$ cat src/rtl/btn_conditioner.sv
// Push-button front end: 2-flop sync, per-channel debounce FSM, level plus press/release pulses.
// Define BTN_CONDITIONER_LONG_PRESS_EN to build the per-channel hold counter and btn_long pulse.

module btn_channel #(
    parameter int DEBOUNCE_CYC = 1000000,
`ifdef BTN_CONDITIONER_LONG_PRESS_EN
    parameter int LONG_CYC     = 300000000,
`endif
    parameter int CNT_W        = 29
) (
    input  logic clk,
    input  logic rst,
    input  logic raw,
    output logic level,
    output logic press,
    output logic rel,
    output logic lng
);

    typedef enum logic [1:0] {
        IDLE,
        PRESS_CHK,
        HELD,
        RELEASE_CHK
    } state_t;

    localparam logic [CNT_W-1:0] DB_LAST = CNT_W'(DEBOUNCE_CYC - 1);

    logic [1:0]       sync_pipe;
    logic             s2;
    state_t           state;
    logic [CNT_W-1:0] dcnt;

    assign s2 = sync_pipe[1];

    always_ff @(posedge clk or negedge rst) begin
        if (!rst) begin
            sync_pipe <= '0;
            state     <= IDLE;
            dcnt      <= '0;
            level     <= 1'b0;
            press     <= 1'b0;
            rel       <= 1'b0;
        end else begin
            sync_pipe <= {sync_pipe[0], raw};
            press     <= 1'b0;
            rel       <= 1'b0;
            case (state)
                IDLE: begin
                    if (s2) begin
                        state <= PRESS_CHK;
                        dcnt  <= '0;
                    end
                end
                PRESS_CHK: begin
                    if (!s2) begin
                        state <= IDLE;
                    end else if (dcnt == DB_LAST) begin
                        state <= HELD;
                        level <= 1'b1;
                        press <= 1'b1;
                    end else begin
                        dcnt <= dcnt + 1'b1;
                    end
                end
                HELD: begin
                    if (!s2) begin
                        state <= RELEASE_CHK;
                        dcnt  <= '0;
                    end
                end
                RELEASE_CHK: begin
                    // A high sample here is a bounce: back to HELD, hold time keeps running.
                    if (s2) begin
                        state <= HELD;
                    end else if (dcnt == DB_LAST) begin
                        state <= IDLE;
                        level <= 1'b0;
                        rel   <= 1'b1;
                    end else begin
                        dcnt <= dcnt + 1'b1;
                    end
                end
                default: state <= IDLE;
            endcase
        end
    end

`ifdef BTN_CONDITIONER_LONG_PRESS_EN
    localparam logic [CNT_W-1:0] HC_LAST = CNT_W'(LONG_CYC - 1);
    localparam logic [CNT_W-1:0] HC_PRE  = CNT_W'(LONG_CYC - 2);

    logic [CNT_W-1:0] hcnt;
    logic             press_accept;
    logic             holding;

    assign press_accept = (state == PRESS_CHK) && s2 && (dcnt == DB_LAST);
    assign holding      = (state == HELD) || (state == RELEASE_CHK);

    // Saturating at HC_LAST is what limits btn_long to one pulse per hold.
    always_ff @(posedge clk or negedge rst) begin
        if (!rst) begin
            hcnt <= '0;
            lng  <= 1'b0;
        end else begin
            lng <= 1'b0;
            if (press_accept) begin
                hcnt <= '0;
            end else if (holding && (hcnt != HC_LAST)) begin
                hcnt <= hcnt + 1'b1;
                if (hcnt == HC_PRE) lng <= 1'b1;
            end
        end
    end
`else
    assign lng = 1'b0;
`endif

endmodule

module btn_conditioner #(
    parameter int N_BTN        = 5,
    parameter int DEBOUNCE_CYC = 1000000,
    parameter int LONG_CYC     = 300000000,
    parameter int CNT_W        = 29
) (
    input  logic             clk,
    input  logic             rst,
    input  logic [N_BTN-1:0] btn_raw,
    output logic [N_BTN-1:0] btn_level,
    output logic [N_BTN-1:0] btn_press,
    output logic [N_BTN-1:0] btn_release,
    output logic [N_BTN-1:0] btn_long
);

    if (DEBOUNCE_CYC < 2 || LONG_CYC <= DEBOUNCE_CYC ||
        CNT_W < $clog2(LONG_CYC) || CNT_W < $clog2(DEBOUNCE_CYC)) begin : g_cfg_err
        $error("btn_conditioner: inconsistent DEBOUNCE_CYC/LONG_CYC/CNT_W");
    end

    for (genvar i = 0; i < N_BTN; i++) begin : g_ch
        btn_channel #(
            .DEBOUNCE_CYC(DEBOUNCE_CYC),
`ifdef BTN_CONDITIONER_LONG_PRESS_EN
            .LONG_CYC    (LONG_CYC),
`endif
            .CNT_W       (CNT_W)
        ) u_ch (
            .clk  (clk),
            .rst  (rst),
            .raw  (btn_raw[i]),
            .level(btn_level[i]),
            .press(btn_press[i]),
            .rel  (btn_release[i]),
            .lng  (btn_long[i])
        );
    end

endmodule

$ cat config.mk
export PLATFORM = sky130hd
export DESIGN_NAME = btn_conditioner
export DESIGN_NICKNAME = d
export VERILOG_FILES = /design/src/rtl/btn_conditioner.sv
export SDC_FILE = /design/constraint.sdc
export NUM_CORES = 1
export LEC_CHECK = 0
export ABC_AREA = 1
export CAP_MARGIN = 10
export CORE_MARGIN = 3
export CORE_UTILIZATION = 25
export DETAILED_ROUTE_END_ITERATION = 10
export SLEW_MARGIN = 10
export SYNTH_ARGS = -nofsm -noshare
export SYNTH_HDL_FRONTEND = slang
export SYNTH_SLANG_ARGS = --single-unit
export TNS_END_PERCENT = 1
$ cat constraint.sdc
create_clock -name clk -period 1.9 [get_ports clk]
set_input_delay 0.38 -clock clk [delete_from_list [all_inputs] [get_ports clk]]
set_output_delay 0.38 -clock clk [all_outputs]
set_load 0.05 [all_outputs]
==> impl_metrics.yaml, run 1 <==
final_layout:
  fillerInstances: 4941
  area_delta_synth_final_pct: 16.1
  fin_area_sq_mm: 0.0135
  final_common_cell: "nand2_1"
  drive_above_1_share: 0.0885
  final_cell_mix: "657 x nand2_1, 295 x nor2_1, 179 x dfrtp_1, 158 x nand3_1, 151 x inv_1"
  nets: 1840
  n_antenna_cell: 0
cts:
  clk_pin_slew_ps: 70
  cts-buffers-inserted: 17
  cts_tree: "yes"
  cts_buffer_depth: 2
  clock_latency_ps: 460
  cts-root-buf: "clkbuf_16"
  clock-sinks: 180
  cts_max_level: 4
min_path:
  holdCritPathClass: "flip-flop to flip-flop"
  worstHoldEndpoint: "g_ch[2].u_ch.sync_pipe[1]"
  min-delay-start: "g_ch[2].u_ch.sync_pipe[0]"
  hold_path_depth: 0
power_and_ir_drop:
  power.clock.fraction: 0.474
  p_int_uw: 6330
  power-per-cell-area_mw_per_mm2: 623
  seq_power_share: 0.467
  p_sw_frac: 0.249
  p_total_uw: 8420
  switchingPower_uw: 2100
  p_comb_frac: 0.058
  peakVddDrop_uv: 638
  p_leak_uw: 0.00582
sta:
  fmax_ghz: 0.571
  fin_worst_skew_ps: 15.2
  hold_ws_ps: 356
  fin_crit_sh: 0.922
  tns_ps: 0
  period_needed_ps: 1750
  drv_slew: 0
  rsz0062_at_grt: "no"
  hold_violations: 0
  finalSetupViolations: 0
worst_setup_path:
  crit_fanout: 5
  cp-end-kind: "flip-flop"
  cp.required_ps: 2250
  reg2reg_to: "g_ch[1].u_ch.dcnt[23]"
  arrival_ps: 2100
  startpoint_type: "flip-flop"
  rrSetupSlack_ps: 150
  worstReg2RegStart: "g_ch[1].u_ch.dcnt[2]"
  criticalPathCategory: "flip-flop to flip-flop"
  reg2reg_depth: 8
drt:
  routed_wl_um: 29400
  viasPerCell: 4.53
  avgRoutedWirePerCell_um: 12.0
  vias: 11000
  drc: 0
  drt_first_pass_iters: 5
  drtAntennaViolNets: 0
  drtIter0Drc: 910
logic_synthesis:
  ys_dominant_reg_cell: "dfrtp_1"
  syn_inst: 1769
  yosysSeqAreaShare: 0.387
  synth_seq_cells: 180
  synth_warnings: 0
  synth_area_per_cell_sq_um: 6.58
  synth_edf_count: 0
  synth_cell_type_count: 34
  syn_area_sq_mm: 0.0116
  async_flop_share: 1.00
grt:
  grt_max_degree: 45
  grt_util_all_layers: 0.122
  grt-ovfl-total: 0
  antenna_found_initial: 0
  grt_pass1_wl_um: 51100
  grt_pass1_vias: 10700
placed_design:
  port_buffers: 21
  dp_hpwl_um: 22000
  placed_area_sq_mm: 0.0128
  place.gp.congestion: 0.919
die:
  core-area_sq_mm: 0.0457
  die_w_um: 222
  start_util: 0.255
  ioPinCount: 27
  die_h_um: 222
  die-area_sq_mm: 0.0492
  num_rows: 78
run_status:
  status: "completed"
flow_run:
  maxCapViolCount: 0
-- sequential cells by signal (all words and copies together) (netlist names), named ones only --
| signal | flops |
|---|---|
| g_ch.u_ch.sync_pipe | 10 |
| g_ch.u_ch.state | 5 |
| g_ch.u_ch.rel | 5 |
| g_ch.u_ch.level | 5 |
| g_ch.u_ch.dcnt | 145 |
| g_ch.u_ch.press | 5 |
-- per-layer routing --
metal / vias up / routed length, um / track usage
met4: 0 / 521 / 0.0396
met2: 240 / 13300 / 0.196
met5: - / 0 / 0
met3: 43 / 1320 / 0.0248
met1: 5148 / 14300 / 0.166
li1: 5616 / - / -
-- how the worst max path moves through the flow --
stage	slack [ps]	endpoint	from	cells past startpoint
finish	150	g_ch[1].u_ch.dcnt[23]	g_ch[1].u_ch.dcnt[2]	8
global route	0.6	g_ch[0].u_ch.dcnt[14]	g_ch[0].u_ch.dcnt[1]	9
CTS	60	g_ch[1].u_ch.dcnt[14]	g_ch[1].u_ch.dcnt[0]	11
detailed placement	-150	g_ch[1].u_ch.dcnt[24]	g_ch[1].u_ch.dcnt[0]	10
global placement	-160	g_ch[1].u_ch.dcnt[21]	g_ch[1].u_ch.dcnt[0]	10
floorplan	210	g_ch[2].u_ch.dcnt[10]	g_ch[2].u_ch.dcnt[0]	11
-- synth_stat cells, drive strengths merged (5+ instances only) --
| cell | count | area share |
|---|---|---|
| buf | 43 | 0.031 |
| nand2 | 671 | 0.22 |
| xnor2 | 11 | 0.0083 |
| o21ai | 110 | 0.049 |
| nand3 | 162 | 0.071 |
| or2 | 7 | 0.0038 |
| xor2 | 40 | 0.030 |
| nor3 | 10 | 0.0043 |
| nand4 | 22 | 0.012 |
| nor2 | 311 | 0.11 |
| ha | 5 | 0.0054 |
| o21bai | 13 | 0.0084 |
| inv | 161 | 0.052 |
| dfrtp | 180 | 0.39 |
| clkbuf | 10 | 0.0034 |
-- stage by stage --
step,utilization,std cells,setup WS (ps)
4_1_cts,0.295,2441,60.6
2_1_floorplan,-,1773,212
6_report,0.296,2441,148
3_5_place_dp,0.281,2408,-155
3_3_place_gp,0.281,2408,-155
5_1_grt,0.296,2441,0.620
-- cells by family after synthesis --
group,Yosys count,share of synthesized area
other cells,1,0.000322
compound gates,128,0.0599
xor+xnor,51,0.0384
fa+ha+maj,5,0.00538
flops,180,0.387
buf+inv,214,0.0865
simple gates,1190,0.422
-- power groups by stage --
| stage | Sequential, uW | Combinational (uW) | Clock (uW) |
|---|---|---|---|
| after global placement | 4010 | 488 | 0 |
| final | 3930 | 492 | 3990 |
| after global routing | 3940 | 561 | 4280 |
| after CTS | 3930 | 499 | 4090 |
| after floorplan | 4000 | 275 | 0 |
| after detailed placement | 4010 | 493 | 0 |
-- cell type report --
cell class,count,area (sq um),area share
flip-flops and latches,180,4510,0.333
multi-input cells,1379,6180,0.458
clock inverters,13,205,0.0152
clock buffers,19,443,0.0328
repair buffers,89,821,0.0607
well taps,600,751,0.0556
inverters,161,604,0.0447
-- timing repair --
item                                    in CTS  in global routing
hold buffers                                 1                  0
buffers inserted                             0                  0
endpoints found under the hold margin       29                  0
gates resized for setup                     10                 13
endpoints found under the setup margin      22                 42
pin swaps                                    0                  0
gates cloned                                 0                  0
-- critical path: stages (launching register included) --
cell,delay (ps)
dfrtp_1,390
buf_4,150
nand3_1,200
inv_1,240
nand3_1,110
nor2_1,230
nand4_1,150
nand3_1,120
nand2_1,50
No activity file was read; power rests on OpenSTA's default activity.
==> run 2, diff against run 1 <==
- CORE_ASPECT_RATIO: not set -> 1.5
- CORE_UTILIZATION: 25 -> 63
- PLACE_DENSITY: not set -> 0.81
==> impl_metrics.yaml, run 2 (synthesis gave the netlist of run 1 again) <==
sta:
  fin_crit_sh: 0.956
  period_needed_ps: 1820
  hold_violations: 0
  worstMarginPinSlew_ps: 544
  rsz0062_at_grt: "no"
  relSlewSlack: 0.637
  fin_worst_skew_ps: 9.36
  drv_slew: 0
  finalSetupViolations: 0
  fmax_ghz: 0.551
worst_setup_path:
  cpLargestDelayFamily: "simple AND/OR/NAND/NOR gates"
  crit_fanout: 8
  startpoint_type: "flip-flop"
  criticalPathCategory: "flip-flop to flip-flop"
  arrival_ps: 2130
  reg2reg_depth: 10
  cp_slowest_cell: "dfrtp_1"
  cp.depth: 10
  cp.required_ps: 2210
  slowest_delay_ps: 430
  cp-end-kind: "flip-flop"
  crit_buf_inv: 2
  crit_top_cell: "nand2_1"
  crit_chain: "inv_1, nand2_1, nor2_1, nand2_1, nor2_1, nand2_4, nand3_4, clkinvlp_4, nand2_1, nand2_1"
grt:
  grt_pass1_wl_um: 48900
  grt_pass1_vias: 10900
  antenna_found_initial: 0
  grt-ovfl-total: 0
  grt_max_degree: 62
  grt_util_all_layers: 0.299
power_and_ir_drop:
  power-per-cell-area_mw_per_mm2: 630
  p_leak_uw: 0.00572
  peakVddDrop_uv: 510
final_layout:
  fin_cells: 2048
  final_common_cell: "nand2_1"
  drive_above_1_share: 0.0803
  nets: 1831
  n_antenna_cell: 0
  top_register: "g_ch.u_ch.dcnt"
  reg.largest.list: "g_ch.u_ch.dcnt x145, g_ch.u_ch.sync_pipe x10"
  final_cell_mix: "657 x nand2_1, 298 x nor2_1, 178 x dfrtp_1, 159 x nand3_1, 150 x inv_1"
  area_delta_synth_final_pct: 10.8
  largest_reg_flops: 145
  final_util: 0.716
drt:
  drtAntennaViolNets: 0
  viasPerCell: 5.46
  vias: 11200
  drt_first_pass_iters: 5
  drtIter0Drc: 883
  avgRoutedWirePerCell_um: 14.0
  drc: 0
  routed_wl_um: 28600
die:
  core-area_sq_mm: 0.0180
  die_w_um: 117
  num_rows: 60
  die-area_sq_mm: 0.0202
  die_h_um: 172
  start_util: 0.646
  ioPinCount: 27
placed_design:
  place.gp.congestion: 1.00
  port_buffers: 21
  dp.cells: 2015
  dp_hpwl_um: 21400
cts:
  cts-root-buf: "clkbuf_16"
  clock-sinks: 180
  cts_buffer_depth: 2
  cts_tree: "yes"
  cts-buffers-inserted: 17
  clock_latency_ps: 430
  clk_pin_slew_ps: 70
  cts_max_level: 4
flow_run:
  maxCapViolCount: 0
run_status:
  status: "completed"
min_path:
  holdCritPathClass: "flip-flop to flip-flop"
  hold_path_depth: 0
-- run 2: through the flow --
stage               worst slack (ps)  hold WS, ps  TNS [ps]  total power, uW  area, sq um
finish                          83.9          349         0             8130        12900
global route                    1.95          358         0             8400        12900
CTS                             22.7          352         0             8180        12800
detailed placement              -203          314     -1990             4470        12200
global placement                -164          313     -1790             4460        12200
floorplan                        212         84.4         0             4280        11700
-- run 2: area by class of cell --
type	count	area, sq um
multi-input cells	1379	6180
fillers	1532	5120
flip-flops and latches	180	4510
repair buffers	79	714
inverters	161	608
clock buffers	18	429
well taps	217	272
clock inverters	13	181
repair inverters	1	7.51
-- run 2: layer usage --
metal / share of wire / GRT usage / wire length [um] / vias to the layer above
li1: - / - / - / 5606
met1: 0.39 / 0.342 / 11200 / 5120
met2: 0.53 / 0.538 / 15000 / 341
met3: 0.039 / 0.0406 / 1110 / 111
met4: 0.044 / 0.148 / 1270 / 0
met5: 0 / 0 / 0 / -
-- run 2: timing repair --
item                                   4_1_cts  5_1_grt
gates resized for setup                     15       13
endpoints found under the hold margin       30        0
setup buffers                                0        0
cloned                                       0        1
hold buffers                                 1        0
setup endpoints to repair                   27       51
-- run 2: worst reg2reg max path, stage by stage (launching register included) --
cell        delay (ps)
dfrtp_1            430
inv_1              100
nand2_1             50
nor2_1             170
nand2_1             80
nor2_1             220
nand2_4            130
nand3_4            130
clkinvlp_4         190
nand2_1            120
nand2_1             70
-- run 2: worst paths after layout --
| check | startpoint | end | slack [ps] |
|---|---|---|---|
| worst max-delay path | g_ch[3].u_ch.dcnt[15] | g_ch[3].u_ch.dcnt[17] | 80 |
| min in group asynchronous | rst | g_ch[2].u_ch.dcnt[21] | 430 |
| worst min register to register | g_ch[1].u_ch.sync_pipe[0] | g_ch[1].u_ch.sync_pipe[1] | 350 |
| worst max register to register | g_ch[3].u_ch.dcnt[15] | g_ch[3].u_ch.dcnt[17] | 80 |
| worst min-delay path | g_ch[1].u_ch.sync_pipe[0] | g_ch[1].u_ch.sync_pipe[1] | 350 |
| max in group asynchronous | rst | g_ch[4].u_ch.dcnt[19] | 850 |
-- run 2: where the power goes --
part	switching (uW)	leakage [uW]	total, uW	internal [uW]
Clock	1520	0.000296	3720	2200
Combinational	329	0.00296	469	139
Sequential	57.3	0.00247	3940	3890
Total	1910	0.00572	8130	6220
